`src/rtl/ultrasonido_pkg.sv`:
```
// Shared types and default timing constants for the ultrasonic ranger.
package ultrasonido_pkg;

  localparam int unsigned CLK_HZ          = 50_000_000;
  localparam int unsigned TRIG_CYCLES     = 500;        // 10 us trigger pulse
  localparam int unsigned TIMEOUT_CYCLES  = 1_500_000;  // 30 ms wait for echo rise
  localparam int unsigned MAX_ECHO_CYCLES = 1_000_000;  // over-range echo width
  localparam int unsigned HOLDOFF_CYCLES  = 3_000_000;  // 60 ms dead time
  localparam int unsigned NEAR_CYCLES     = 58_000;     // ~20 cm
  localparam int unsigned CNT_W           = 20;

  typedef enum logic [2:0] {
    S_IDLE      = 3'd0,
    S_TRIG      = 3'd1,
    S_WAIT_ECHO = 3'd2,
    S_MEASURE   = 3'd3,
    S_HOLDOFF   = 3'd4
  } state_t;

  function automatic int unsigned umax(input int unsigned a, input int unsigned b);
    return (a > b) ? a : b;
  endfunction

endpackage

```
`src/rtl/echo_sync.sv`:
```
// Two-flop synchronizer for the raw echo pin plus a one-flop edge detector.
// Rise/fall pulses are one cycle wide and derived from registered values.
module echo_sync
  import ultrasonido_pkg::*;
(
  input  logic clk,
  input  logic rst,
  input  logic i_echo,
  output logic o_level,
  output logic o_rise,
  output logic o_fall
);

  logic [1:0] r_sync;
  logic       r_prev;

  // Metastability chain followed by the previous-level flop for edge detection.
  always_ff @(posedge clk or posedge rst) begin
    if (rst) begin
      r_sync <= 2'b00;
      r_prev <= 1'b0;
    end else begin
      r_sync <= {r_sync[0], i_echo};
      r_prev <= r_sync[1];
    end
  end

  assign o_level = r_sync[1];
  assign o_rise  = r_sync[1] & ~r_prev;
  assign o_fall  = ~r_sync[1] & r_prev;

endmodule

```
`src/rtl/ultrasonic_ranger_ctrl.sv`:
```
// Measurement sequencer: trigger pulse, echo timing with timeout and
// saturation, and inter-measurement hold-off, single-shot or auto-repeat.
//
// Result strobe: `valid` is high for exactly one cycle; `width`, `timeout`
// and `near` change only on that same edge and hold until the next strobe.
// There is no back-pressure; a consumer must capture on `valid`.
module ultrasonic_ranger_ctrl
  import ultrasonido_pkg::*;
#(
  parameter int unsigned TRIG_CYCLES     = ultrasonido_pkg::TRIG_CYCLES,
  parameter int unsigned TIMEOUT_CYCLES  = ultrasonido_pkg::TIMEOUT_CYCLES,
  parameter int unsigned MAX_ECHO_CYCLES = ultrasonido_pkg::MAX_ECHO_CYCLES,
  parameter int unsigned HOLDOFF_CYCLES  = ultrasonido_pkg::HOLDOFF_CYCLES,
  parameter int unsigned NEAR_CYCLES     = ultrasonido_pkg::NEAR_CYCLES,
  parameter int unsigned CNT_W           = ultrasonido_pkg::CNT_W
) (
  input  logic             clk,
  input  logic             rst,
  input  logic             start,
  input  logic             enable,
  input  logic             echo,
  output logic             trig,
  output logic             busy,
  output logic [CNT_W-1:0] width,
  output logic             valid,
  output logic             timeout,
  output logic             near,
  output state_t           dbg_state
);

  // The shared counter also times the trigger, the echo wait and the
  // hold-off, which can exceed the measurement width, so it is widened to
  // whichever is larger.
  localparam int unsigned SPAN = umax(umax(TRIG_CYCLES, TIMEOUT_CYCLES),
                                      umax(MAX_ECHO_CYCLES, HOLDOFF_CYCLES));
  localparam int unsigned CW   = umax(CNT_W, $clog2(SPAN + 1));

  localparam logic [CW-1:0]    TRIG_LAST    = CW'(TRIG_CYCLES - 1);
  localparam logic [CW-1:0]    TIMEOUT_LAST = CW'(TIMEOUT_CYCLES - 1);
  localparam logic [CW-1:0]    MAX_LAST     = CW'(MAX_ECHO_CYCLES - 1);
  localparam logic [CW-1:0]    HOLD_LAST    = CW'(HOLDOFF_CYCLES - 1);
  localparam logic [CW-1:0]    NEAR_LIM     = CW'(NEAR_CYCLES);
  localparam logic [CNT_W-1:0] MAX_WIDTH    = CNT_W'(MAX_ECHO_CYCLES);

  state_t        r_state;
  logic [CW-1:0] r_cnt;
  logic [CW-1:0] w_cnt_inc;
  logic [CW-1:0] w_cnt_next;
  logic          w_echo_level;
  logic          w_echo_rise;
  logic          w_echo_fall;

  echo_sync u_echo_sync (
    .clk     (clk),
    .rst     (rst),
    .i_echo  (echo),
    .o_level (w_echo_level),
    .o_rise  (w_echo_rise),
    .o_fall  (w_echo_fall)
  );

  // In MEASURE the cycle being counted is included, so the width reported
  // on a fall is the counter plus one; this also equals the raw pulse width.
  assign w_cnt_inc  = r_cnt + CW'(1);
  assign w_cnt_next = (&r_cnt) ? r_cnt : w_cnt_inc;
  assign dbg_state  = r_state;

  // Sequencer FSM with the shared saturating counter and registered outputs.
  always_ff @(posedge clk or posedge rst) begin
    if (rst) begin
      r_state <= S_IDLE;
      r_cnt   <= '0;
      trig    <= 1'b0;
      busy    <= 1'b0;
      width   <= '0;
      valid   <= 1'b0;
      timeout <= 1'b0;
      near    <= 1'b0;
    end else begin
      valid <= 1'b0;
      r_cnt <= w_cnt_next;
      case (r_state)
        S_IDLE: begin
          if (start || enable) begin
            r_state <= S_TRIG;
            r_cnt   <= '0;
            trig    <= 1'b1;
            busy    <= 1'b1;
          end
        end
        S_TRIG: begin
          if (r_cnt >= TRIG_LAST) begin
            r_state <= S_WAIT_ECHO;
            r_cnt   <= '0;
            trig    <= 1'b0;
          end
        end
        S_WAIT_ECHO: begin
          // An edge in the final wait cycle still starts a measurement.
          if (w_echo_rise) begin
            r_state <= S_MEASURE;
            r_cnt   <= '0;
          end else if (r_cnt >= TIMEOUT_LAST) begin
            r_state <= S_HOLDOFF;
            r_cnt   <= '0;
            width   <= '0;
            timeout <= 1'b1;
            near    <= 1'b0;
            valid   <= 1'b1;
          end
        end
        S_MEASURE: begin
          // Over-range takes priority over a coincident falling edge.
          if (r_cnt >= MAX_LAST) begin
            r_state <= S_HOLDOFF;
            r_cnt   <= '0;
            width   <= MAX_WIDTH;
            timeout <= 1'b1;
            near    <= 1'b0;
            valid   <= 1'b1;
          end else if (w_echo_fall || !w_echo_level) begin
            r_state <= S_HOLDOFF;
            r_cnt   <= '0;
            width   <= w_cnt_inc[CNT_W-1:0];
            timeout <= 1'b0;
            near    <= (w_cnt_inc < NEAR_LIM);
            valid   <= 1'b1;
          end
        end
        S_HOLDOFF: begin
          if (r_cnt >= HOLD_LAST) begin
            r_state <= S_IDLE;
            r_cnt   <= '0;
            busy    <= 1'b0;
          end
        end
        default: begin
          r_state <= S_IDLE;
          r_cnt   <= '0;
          trig    <= 1'b0;
          busy    <= 1'b0;
        end
      endcase
    end
  end

endmodule

```
`config.mk`:
```
export PLATFORM = sky130hd
export DESIGN_NAME = ultrasonic_ranger_ctrl
export DESIGN_NICKNAME = d
export VERILOG_FILES = /design/src/rtl/ultrasonido_pkg.sv /design/src/rtl/echo_sync.sv /design/src/rtl/ultrasonic_ranger_ctrl.sv
export SDC_FILE = /design/constraint.sdc
export NUM_CORES = 1
export LEC_CHECK = 0
export ABC_AREA = 0
export BUFFER_PORTS_ARGS = -buffer_cell sky130_fd_sc_hd__buf_2
export CAP_MARGIN = 20
export CELL_PAD_IN_SITES_DETAIL_PLACEMENT = 1
export CELL_PAD_IN_SITES_GLOBAL_PLACEMENT = 1
export CORE_MARGIN = 8
export CORE_UTILIZATION = 48
export DETAILED_ROUTE_END_ITERATION = 7
export GPL_TIMING_DRIVEN = 0
export PLACE_DENSITY = 0.84
export SLEW_MARGIN = 10
export SYNTH_ARGS = -nofsm -noshare
export SYNTH_HDL_FRONTEND = slang
export SYNTH_SLANG_ARGS = --single-unit
```
`constraint.sdc`:
```
create_clock -name clk -period 3.4 [get_ports clk]
set_input_delay 0.34 -clock clk [delete_from_list [all_inputs] [get_ports clk]]
set_output_delay 0.34 -clock clk [all_outputs]
set_load 0.01 [all_outputs]
```
==> impl_metrics.csv, run 1 <==
group,metric,value,unit
status,run_status,"complete, no violations",
pwr,total_leakage_power,1.454,nW
clocking,cts_setup_buffers,0,
drt,drt_pass1_iterations,4,
critical_path,endpoint_kind,"flip-flop",
clocking,post_cts_resized,0,
synthesis,yosysWarnings,0,
critical_path,crit_slowest_cell,"sky130_fd_sc_hd__dfrtp_1",
synthesis,ys_seq_elements,53,
drt,drt_first_iter_violations,140,
clocking,ctsHtreeMaxLevel,2,
critical_path,critical_path.cell_chain,"ha_1 -> nand4_2 -> nor2_2 -> nand3_1 -> o311a_1 -> a2111oi_4 -> o41ai_2",
global_route,antenna_found_initial,0,
sta,timing_hold_violations_final,0,
final_layout,synthesis_to_finish_area_growth,13.43,%
critical_path,r2r.worst_path.cells,7,
synthesis,synth-xor-area-share,0.06329,
synthesis,synth_enable_flop_cells,0,
synthesis,most_numerous_cell_in_the_yosys_netlist,"sky130_fd_sc_hd__dfrtp_1",
die,row_count,27,
final_layout,layout.filler_cells,663,
global_route,grt_overflow,0,
synthesis,largest_area_contributor_in_the_netlist,"sky130_fd_sc_hd__dfrtp_1",
global_route,global_route_wire_length_before_repair,12940,µm
synthesis,syn_avg_cell_area,9.992,µm²
die,fp.dieArea,0.008452,mm²
final_layout,num_antenna_cells,0,
sta,setup_viol,0,
drt,drc_errors,0,
critical_path,worst_setup_path_start_kind,"flip-flop",
global_route,vias_in_the_first_global_route,2487,
die,floorplan.initialDensity,0.4995,
synthesis,post_synthesis_compound_gate_area_fraction,0.2075,
synthesis,syn_inst,277,
placed_design,port-buffer-count,32,
drt,num_vias,2351,
sta,final.setup.tns,0,ns
placed_design,gp_congestion,0.8806,
min_path,hold_path.class,"in2async",
sta,period_minus_slack,2.688,ns
critical_path,timing.critical_path.arrival,2.88,ns
critical_path,regToRegSetupSlack,0.71,ns
sta,finClkSkew,0.01000,ns
synthesis,synth_mux_area_frac,0.01447,
sta,relSlewSlack,0.5594,
synthesis,synthSimpleGateAreaFrac,0.1736,
global_route,global_route.usage.total,0.1914,
drt,drt.antenna.violating_nets,0,
sta,max_freq,0.3720,GHz
die,pin_count,33,
flow_run,drv_cap,0,
synthesis,yosys.area.top_type_share,0.4792,
final_layout,layout.nets,323,
critical_path,worst_stage_delay_on_the_critical_path,0.46,ns
critical_path,worst_r2r_endpoint,"near$_DFFE_PP0P_",
synthesis,ys_types,53,
die,die_y,91.94,µm
clocking,cts.root.buffer_cell,"sky130_fd_sc_hd__clkbuf_8",
drt,routed_via_density,6.028,
clocking,cts_inserted_buffers,5,
die,core_footprint,0.005540,mm²
clocking,cts.sink_count,53,
pwr,irDropWorstVdd,369.6,µV
clocking,reg_clk_slew_reported_paths,0.10,ns
sta,finalCritPeriodShare,0.7905,
synthesis,syn_nets,283,
critical_path,cp_max_fo,6,
sta,timing_max_transition_violations_final,0,
clocking,cts_tree,"built",
clocking,latest_clock_arrival_within_the_worst_skew_pair,0.32,ns
synthesis,synth_top_family_by_area,"compound AO/OA/AOI/OAI gates",
synthesis,ys_seq_area_frac,0.4792,
final_layout,share_of_post_route_cells_with_drive_strength_above_1,0.2170,
final_layout,finalCoreUtilization,0.5666,
synthesis,netlist_area,0.002768,mm²
global_route,grt_start_max_net_pins,35,
synthesis,synth.cells.most_frequent,"53 x sky130_fd_sc_hd__dfrtp_1, 25 x sky130_fd_sc_hd__a21oi_1, 15 x sky130_fd_sc_hd__nand2_1, 13 x sky130_fd_sc_hd__nand3_1, 13 x sky130_fd_sc_hd__nor2_1",
critical_path,reg2reg_from,"r_cnt[0]$_DFF_PP0_",
critical_path,ws_path_type,"reg2reg",
sta,tightestPinTransition,0.6558,ns
drt,route.detailed.wl_per_inst,20.21,µm
synthesis,synth-main-ff-cell,"sky130_fd_sc_hd__dfrtp_1",
critical_path,critical_path_required_time,3.59,ns
sta,grt_setup_unrepaired,"false",
synthesis,synth_adder_area_share,0.004521,
drt,wl,7883,µm
synthesis,async_flop_share,1.000,
pwr,cellPowerDensity,587.7,mW/mm²
die,die_x,91.94,µm
clocking,cts-root-to-sink-buffers,2,
synthesis,synth_area_leaders,"sky130_fd_sc_hd__dfrtp_1 48%, sky130_fd_sc_hd__a21oi_1 4.5%, sky130_fd_sc_hd__o2bb2ai_1 3.8%, sky130_fd_sc_hd__xor2_1 3.5%, sky130_fd_sc_hd__xnor2_1 2.8%",
placed_design,detailedPlacementHpwl,5825,µm
clocking,cts_hold_repair.buffers,0,
## stage by stage
stage               worst slack [ns]  total power, mW  instances  hold WS (ns)  area (µm²)
floorplan                      1.174            1.225        277        0.3312        2768
global placement              0.8225            1.421        381        0.3329        3018
detailed placement            0.7801            1.466        382        0.3485        3038
CTS                           0.7276            1.859        390       0.04176        3139
global route                  0.5850            1.940        390       0.07163        3139
finish                        0.7122            1.845        390       0.02053        3139
## worst max-delay path: cells and delay by family, from the launching register on
kind	cells	cell delay, ns
fa+ha+maj	1	0.34
flops	1	0.46
simple gates	3	0.78
compound gates	3	0.97
## logic make-up (layout without fill, tap and decap cells)
family | Yosys count | count (layout)
and+or+nand+nor | 87 | 87
AOI/OAI and AO/OA | 80 | 80
DFF | 53 | 53
buffers and inverters | 32 | 73
xor gates and xnor gates | 20 | 20
muxes | 4 | 4
adders and majority gates | 1 | 1
## layout by cell type (no fill, tap or decap), types with 7 or more instances in the layout
cell                        Yosys  layout
sky130_fd_sc_hd__a22o_1         8       8
sky130_fd_sc_hd__nor2_1        13      13
sky130_fd_sc_hd__dfrtp_1       53      53
sky130_fd_sc_hd__o21ai_0       11      11
sky130_fd_sc_hd__xor2_1        11      11
sky130_fd_sc_hd__nand2_1       15      15
sky130_fd_sc_hd__nor3_1         8       8
sky130_fd_sc_hd__inv_1         10       9
sky130_fd_sc_hd__buf_2          9      41
sky130_fd_sc_hd__a21oi_1       25      25
sky130_fd_sc_hd__clkbuf_8       0       7
sky130_fd_sc_hd__xnor2_1        9       9
sky130_fd_sc_hd__o2bb2ai_1     12      12
sky130_fd_sc_hd__nand3_1       13      13
## sequential cells by signal (all words and copies together), names as in the netlist
register / cells
busy: 1
trig: 1
u_echo_sync.r_sync: 2
dbg_state: 3
timeout: 1
u_echo_sync.r_prev: 1
valid: 1
width: 20
r_cnt: 22
near: 1
## cell type report
cell class / instances / area [µm²] / share of cell area
Sequential cell: 53 / 1326 / 0.4225
Multi-Input combinational cell: 192 / 1282 / 0.4085
Timing Repair Buffer: 33 / 180.2 / 0.05739
Buffer: 22 / 121.4 / 0.03866
Clock buffer: 7 / 96.34 / 0.03069
Tap cell: 72 / 90.09 / 0.02870
Inverter: 10 / 37.54 / 0.01196
Clock inverter: 1 / 5.005 / 0.001594
## power by group
| part | total, mW | switching [mW] | internal [mW] |
|---|---|---|---|
| Combinational | 0.672 | 0.415 | 0.257 |
| Clock | 0.394 | 0.210 | 0.185 |
| Sequential | 0.778 | 0.0709 | 0.707 |
## how the worst max path moves through the flow
| stage | startpoint | end | slack, ns | depth (start not counted) |
|---|---|---|---|---|
| after floorplan | r_cnt[0]$_DFF_PP0_ | width[14]$_DFFE_PP0P_ | 1.17 | 9 |
| after global placement | r_cnt[0]$_DFF_PP0_ | near$_DFFE_PP0P_ | 0.82 | 7 |
| after detailed placement | r_cnt[0]$_DFF_PP0_ | near$_DFFE_PP0P_ | 0.78 | 7 |
| after CTS | r_cnt[0]$_DFF_PP0_ | near$_DFFE_PP0P_ | 0.73 | 7 |
| after global routing | r_cnt[0]$_DFF_PP0_ | near$_DFFE_PP0P_ | 0.58 | 7 |
| final | r_cnt[0]$_DFF_PP0_ | near$_DFFE_PP0P_ | 0.71 | 7 |
## metal layers
metal | up-vias | track usage | share of wire
li1 | 1086 | - | -
met1 | 1183 | 0.2426 | 0.45
met2 | 65 | 0.3093 | 0.48
met3 | 17 | 0.04156 | 0.047
met4 | 0 | 0.07785 | 0.023
met5 | - | 0 | 0
Power figures use the tool's default switching activity.
==> run 2, diff against run 1 <==
CORE_UTILIZATION = 45   (was 48)
PLACE_DENSITY = 0.79   (was 0.84)
clock period = 2.72 ns   (was 3.4 ns; I/O delays follow)
==> run 2 against run 1 <==
  * Sequential share of layout area down 0.19 points
  * Combinational power increased by 24%
  * Register-to-register slack worse by 0.52 ns
  * Worst setup slack lost 0.52 ns
  * Sequential power rose by 25%
  * Via count fell by 2.4%
  * Critical path depth increased by 2
  * Worst hold slack improved by 0.040 ns
  * Highest routed layer unchanged
==> impl_metrics.csv, run 2 (synthesis gave the netlist of run 1 again) <==
group,metric,value,unit
drt,num_vias,2295,
drt,wl,7605,µm
pwr,irDropWorstVdd,547.3,µV
clocking,cts.sink_count,53,
die,die_x,94.43,µm
final_layout,top_register,"r_cnt",
drt,routed_via_density,5.825,
final_layout,synthesis_to_finish_area_growth,14.06,%
final_layout,share_of_post_route_cells_with_drive_strength_above_1,0.2226,
sta,period_minus_slack,2.532,ns
critical_path,endpoint_kind,"flip-flop",
die,core_footprint,0.005921,mm²
critical_path,ws_path_type,"reg2reg",
global_route,antenna_found_initial,0,
clocking,cts_tree,"built",
sta,timing_hold_violations_final,0,
critical_path,worst_setup_path_start_kind,"flip-flop",
die,fp.dieArea,0.008916,mm²
final_layout,final_common_cell,"sky130_fd_sc_hd__dfrtp_1",
sta,finalCritPeriodShare,0.9309,
placed_design,port-buffer-count,32,
global_route,global_route.usage.total,0.1845,
drt,drt_pass1_iterations,4,
status,run_status,"complete, no violations",
final_layout,layout.nets,324,
global_route,global_route_wire_length_before_repair,12990,µm
clocking,cts-root-to-sink-buffers,2,
final_layout,largest_reg_flops,22,
pwr,cellPowerDensity,724.2,mW/mm²
critical_path,timing.critical_path.arrival,2.74,ns
min_path,hold_path.class,"in2reg",
final_layout,num_antenna_cells,0,
clocking,cts_setup_buffers,0,
placed_design,gp_congestion,0.8722,
clocking,latest_clock_arrival_within_the_worst_skew_pair,0.31,ns
sta,max_freq,0.3950,GHz
sta,grt_setup_unrepaired,"false",
sta,relSlewSlack,0.5400,
clocking,cts_inserted_buffers,5,
die,row_count,28,
sta,timing.hold.ws,0.06092,ns
global_route,grt_use_met1,0.2430,
clocking,ctsHtreeMaxLevel,2,
drt,drt.antenna.violating_nets,0,
die,pin_count,33,
drt,route.detailed.wl_per_inst,19.30,µm
critical_path,regToRegSetupSlack,0.19,ns
pwr,total_leakage_power,1.452,nW
placed_design,place_worst_setup_slack,0.1040,ns
critical_path,critical_path_required_time,2.92,ns
drt,drc_errors,0,
final_layout,finalCoreUtilization,0.5332,
drt,drt_first_iter_violations,107,
sta,final.setup.tns,0,ns
global_route,grt_overflow,0,
sta,finClkSkew,0.003869,ns
sta,tightestPinTransition,0.6847,ns
clocking,cts.root.buffer_cell,"sky130_fd_sc_hd__clkbuf_8",
clocking,reg_clk_slew_reported_paths,0.10,ns
global_route,gr-max-usage-layer,"met2",
critical_path,r2r.worst_path.cells,9,
global_route,groute.layer.met2.usage,0.3030,
global_route,grt_start_max_net_pins,36,
sta,timing_max_transition_violations_final,0,
min_path,hold_depth,1,
sta,setup_viol,0,
placed_design,detailedPlacementHpwl,5661,µm
final_layout,layout_common_cells,"52 x sky130_fd_sc_hd__dfrtp_1, 41 x sky130_fd_sc_hd__buf_2, 25 x sky130_fd_sc_hd__a21oi_1, 15 x sky130_fd_sc_hd__nand2_1",
sta,setup_ws,0.1881,ns
global_route,vias_in_the_first_global_route,2450,
global_route,grt_util_met3,0.03889,
flow_run,drv_cap,0,
die,floorplan.initialDensity,0.4675,
critical_path,cp_max_fo,10,
die,die_y,94.43,µm
==> run 2: worst max-delay path, cell delays in order, from the launching register on <==
cell                       delay, ns
sky130_fd_sc_hd__dfrtp_2        0.44
sky130_fd_sc_hd__ha_2           0.27
sky130_fd_sc_hd__nand4_2        0.23
sky130_fd_sc_hd__a211oi_2       0.26
sky130_fd_sc_hd__o21ai_1        0.13
sky130_fd_sc_hd__and2_4         0.18
sky130_fd_sc_hd__or3_1          0.34
sky130_fd_sc_hd__buf_2          0.17
sky130_fd_sc_hd__buf_6          0.15
sky130_fd_sc_hd__a22o_1         0.24
==> run 2: power breakdown <==
part           total (mW)  switching [mW]  internal [mW]
clock network       0.481           0.274          0.207
logic               0.833           0.507          0.326
registers           0.972          0.0863          0.885
==> run 2: cell type report <==
class                           count  area, µm²
Buffer                             22      121.4
Clock buffer                        6      82.58
Clock inverter                      2      13.76
Fill cell                         688       2764
Inverter                           10      37.54
Multi-Input combinational cell    192       1290
Sequential cell                    53       1328
Tap cell                           75      93.84
Timing Repair Buffer               34      190.2
==> run 2: metal layers <==
layer	up-vias	part of all wire
met5	-	0
met2	44	0.48
met3	7	0.052
li1	1086	-
met4	0	0.0092
met1	1158	0.45
==> run 2: path summary, 6_finish.rpt <==
path | end | startpoint
worst min-delay path | u_echo_sync.r_sync[0]$_DFF_PP0_ | echo
max in group asynchronous | r_cnt[0]$_DFF_PP0_ | rst
min in group asynchronous | valid$_DFF_PP0_ | rst
worst min register to register | u_echo_sync.r_sync[1]$_DFF_PP0_ | u_echo_sync.r_sync[0]$_DFF_PP0_
worst max register to register | width[6]$_DFFE_PP0P_ | r_cnt[0]$_DFF_PP0_
worst max-delay path | width[6]$_DFFE_PP0P_ | r_cnt[0]$_DFF_PP0_
==> run 2: what timing repair did <==
item	CTS	global route
hold endpoints to repair	18	0
setup endpoints to repair	0	17
hold buffers	1	0
resized for setup	0	3
==> run 2: per-stage QoR <==
step | instance area [µm²] | instances | power, mW
after floorplan | 2768 | 277 | 1.531
after global placement | 3022 | 384 | 1.797
after detailed placement | 3042 | 385 | 1.824
after CTS | 3148 | 394 | 2.302
after global routing | 3157 | 394 | 2.438
final | 3157 | 394 | 2.286
==> run 3, diff against run 2 <==
CORE_UTILIZATION = 41   (was 45)
PLACE_DENSITY = 0.76   (was 0.79)
clock period = 2.1 ns   (was 2.72 ns; I/O delays follow)
==> run 3 against run 2 <==
  * The run now ends with negative setup slack left
  * Largest cell class is now multi-input gates
  * Clock skew up 0.0036 ns
  * Die area up 8.1%
  * Final area up 21%
  * Register-to-register slack worse by 0.36 ns
  * Highest routed layer unchanged
  * Sequential power up 31%
==> impl_metrics.csv, run 3 (synthesis gave the netlist of run 1 again) <==
group,metric,value,unit
drt,route.detailed.wl_per_inst,20.80,µm
final_layout,top_register,"r_cnt",
drt,num_vias,2491,
global_route,grt_start_max_net_pins,29,
critical_path,critical_path_required_time,2.30,ns
die,die_y,98.16,µm
placed_design,port-buffer-count,32,
sta,tightestPinTransition,0.5921,ns
pwr,cellPowerDensity,1009,mW/mm²
final_layout,final_common_cell,"sky130_fd_sc_hd__dfrtp_1",
clocking,cts_tree,"built",
sta,period_minus_slack,2.269,ns
global_route,antenna_found_initial,0,
final_layout,num_antenna_cells,0,
sta,max_freq,0.4408,GHz
drt,drt_first_iter_violations,144,
global_route,global_route.usage.total,0.1712,
final_layout,fin_cells,427,
clocking,cts.root.buffer_cell,"sky130_fd_sc_hd__clkbuf_8",
drt,drt_pass1_iterations,4,
placed_design,detailedPlacementHpwl,5534,µm
clocking,reg_clk_slew_reported_paths,0.10,ns
clocking,cts_inserted_buffers,5,
clocking,cts-root-to-sink-buffers,2,
sta,timing_max_transition_violations_final,0,
critical_path,ws_path_type,"reg2reg",
sta,setup_ws,-0.1688,ns
sta,finalCritPeriodShare,1.080,
die,core_footprint,0.006681,mm²
final_layout,largest_reg_flops,22,
die,row_count,30,
sta,finClkSkew,0.007484,ns
drt,routed_via_density,5.834,
critical_path,worst_setup_path_start_kind,"flip-flop",
clocking,latest_clock_arrival_within_the_worst_skew_pair,0.31,ns
sta,final.setup.tns,-4.940,ns
critical_path,timing.critical_path.arrival,2.47,ns
final_layout,layout.nets,353,
placed_design,place_worst_setup_slack,-0.3135,ns
sta,setup_viol,46,
sta,timing_hold_violations_final,0,
clocking,cts.sink_count,53,
min_path,hold_path.class,"in2reg",
status,failed_checks,"negative setup slack",
clocking,ctsHtreeMaxLevel,2,
final_layout,share_of_post_route_cells_with_drive_strength_above_1,0.4524,
global_route,global_route_wire_length_before_repair,13300,µm
drt,wl,8880,µm
critical_path,endpoint_kind,"flip-flop",
critical_path,cp_max_fo,6,
global_route,grt_overflow,0,
sta,grt_setup_unrepaired,"true",
die,fp.dieArea,0.009635,mm²
final_layout,synthesis_to_finish_area_growth,37.84,%
die,die_x,98.16,µm
final_layout,layout.filler_cells,726,
drt,drc_errors,0,
placed_design,gp_congestion,0.8873,
final_layout,finalCoreUtilization,0.5710,
placed_design,placed_cells,390,
sta,relSlewSlack,0.6039,
pwr,irDropWorstVdd,1037,µV
global_route,vias_in_the_first_global_route,2571,
pwr,total_leakage_power,1.697,nW
status,run_status,"finished, violations left",
drt,drt.antenna.violating_nets,0,
pwr,finalPower,3.848,mW
die,floorplan.initialDensity,0.4142,
flow_run,drv_cap,0,
die,pin_count,33,
final_layout,layout_common_cells,"45 x sky130_fd_sc_hd__dfrtp_1, 37 x sky130_fd_sc_hd__buf_2, 27 x sky130_fd_sc_hd__buf_4, 15 x sky130_fd_sc_hd__a21oi_2, 13 x sky130_fd_sc_hd__nand2_1",
-- run 3: changes by cell type in the layout (fill, tap and decap cells not counted), sizes merged --
cell	change
clkbuf	-1
dlygate4sd3	+1
clkinv	-2
clkinvlp	+1
buf	+29
-- run 3: layout make-up --
type / instances / area [µm²] / area share
Inverter: 10 / 37.54 / 0.009839
Timing Repair Buffer: 66 / 491.7 / 0.1289
Clock buffer: 6 / 82.58 / 0.02165
Buffer: 19 / 157.7 / 0.04132
Sequential cell: 53 / 1336 / 0.3503
Tap cell: 80 / 100.1 / 0.02624
Clock inverter: 1 / 7.507 / 0.001968
Multi-Input combinational cell: 192 / 1602 / 0.4198
-- run 3: critical path, cell delays in order (launching register included) --
cell	delay (ns)
sky130_fd_sc_hd__dfrtp_2	0.42
sky130_fd_sc_hd__ha_4	0.17
sky130_fd_sc_hd__nand4_4	0.13
sky130_fd_sc_hd__buf_6	0.16
sky130_fd_sc_hd__nor2_4	0.11
sky130_fd_sc_hd__o21ai_4	0.06
sky130_fd_sc_hd__o211a_1	0.24
sky130_fd_sc_hd__or3_1	0.36
sky130_fd_sc_hd__buf_6	0.16
sky130_fd_sc_hd__buf_6	0.12
sky130_fd_sc_hd__a22o_1	0.20
-- run 3: routing by layer --
layer  track usage  up-vias  routed length, µm
li1              -     1137                  -
met1        0.2194     1270               3795
met2        0.2813       68               4410
met3       0.03485       16                473
met4       0.05549        0                201
met5             0        -                  0
-- run 3: worst paths after layout --
| check | end | from | slack [ns] | cells after the start |
|---|---|---|---|---|
| worst max-delay path | width[14]$_DFFE_PP0P_ | r_cnt[0]$_DFF_PP0_ | -0.17 | 10 |
| worst min-delay path | busy$_DFFE_PP0P_ | start | 0.33 | 4 |
| worst max register to register | width[14]$_DFFE_PP0P_ | r_cnt[0]$_DFF_PP0_ | -0.17 | 10 |
| worst min register to register | u_echo_sync.r_sync[1]$_DFF_PP0_ | u_echo_sync.r_sync[0]$_DFF_PP0_ | 0.35 | 0 |
| max in group asynchronous | r_cnt[15]$_DFF_PP0_ | rst | 1.04 | 4 |
| min in group asynchronous | width[10]$_DFFE_PP0P_ | rst | 0.50 | 3 |
-- run 3: repair_timing --
| action | in CTS | in global routing |
|---|---|---|
| pin swaps | 13 | 20 |
| cloned | 0 | 3 |
| gates resized for setup | 34 | 58 |
| endpoints found under the setup margin | 46 | 48 |
| buffers inserted | 20 | 8 |
| hold buffers | 2 | 0 |
| hold endpoints to repair | 26 | 0 |
-- run 3: per-stage QoR --
step,area (µm²),hold WS (ns)
5_1_grt,3815,0.3575
3_3_place_gp,3058,0.3192
2_1_floorplan,2798,0.2414
3_5_place_dp,3078,0.3126
4_1_cts,3437,0.3231
6_report,3815,0.3265
-- run 3: power breakdown --
| group | internal (mW) | total, mW | switching (mW) |
|---|---|---|---|
| Combinational | 0.995 | 1.98 | 0.981 |
| Clock | 0.262 | 0.603 | 0.341 |
| Sequential | 1.15 | 1.27 | 0.120 |
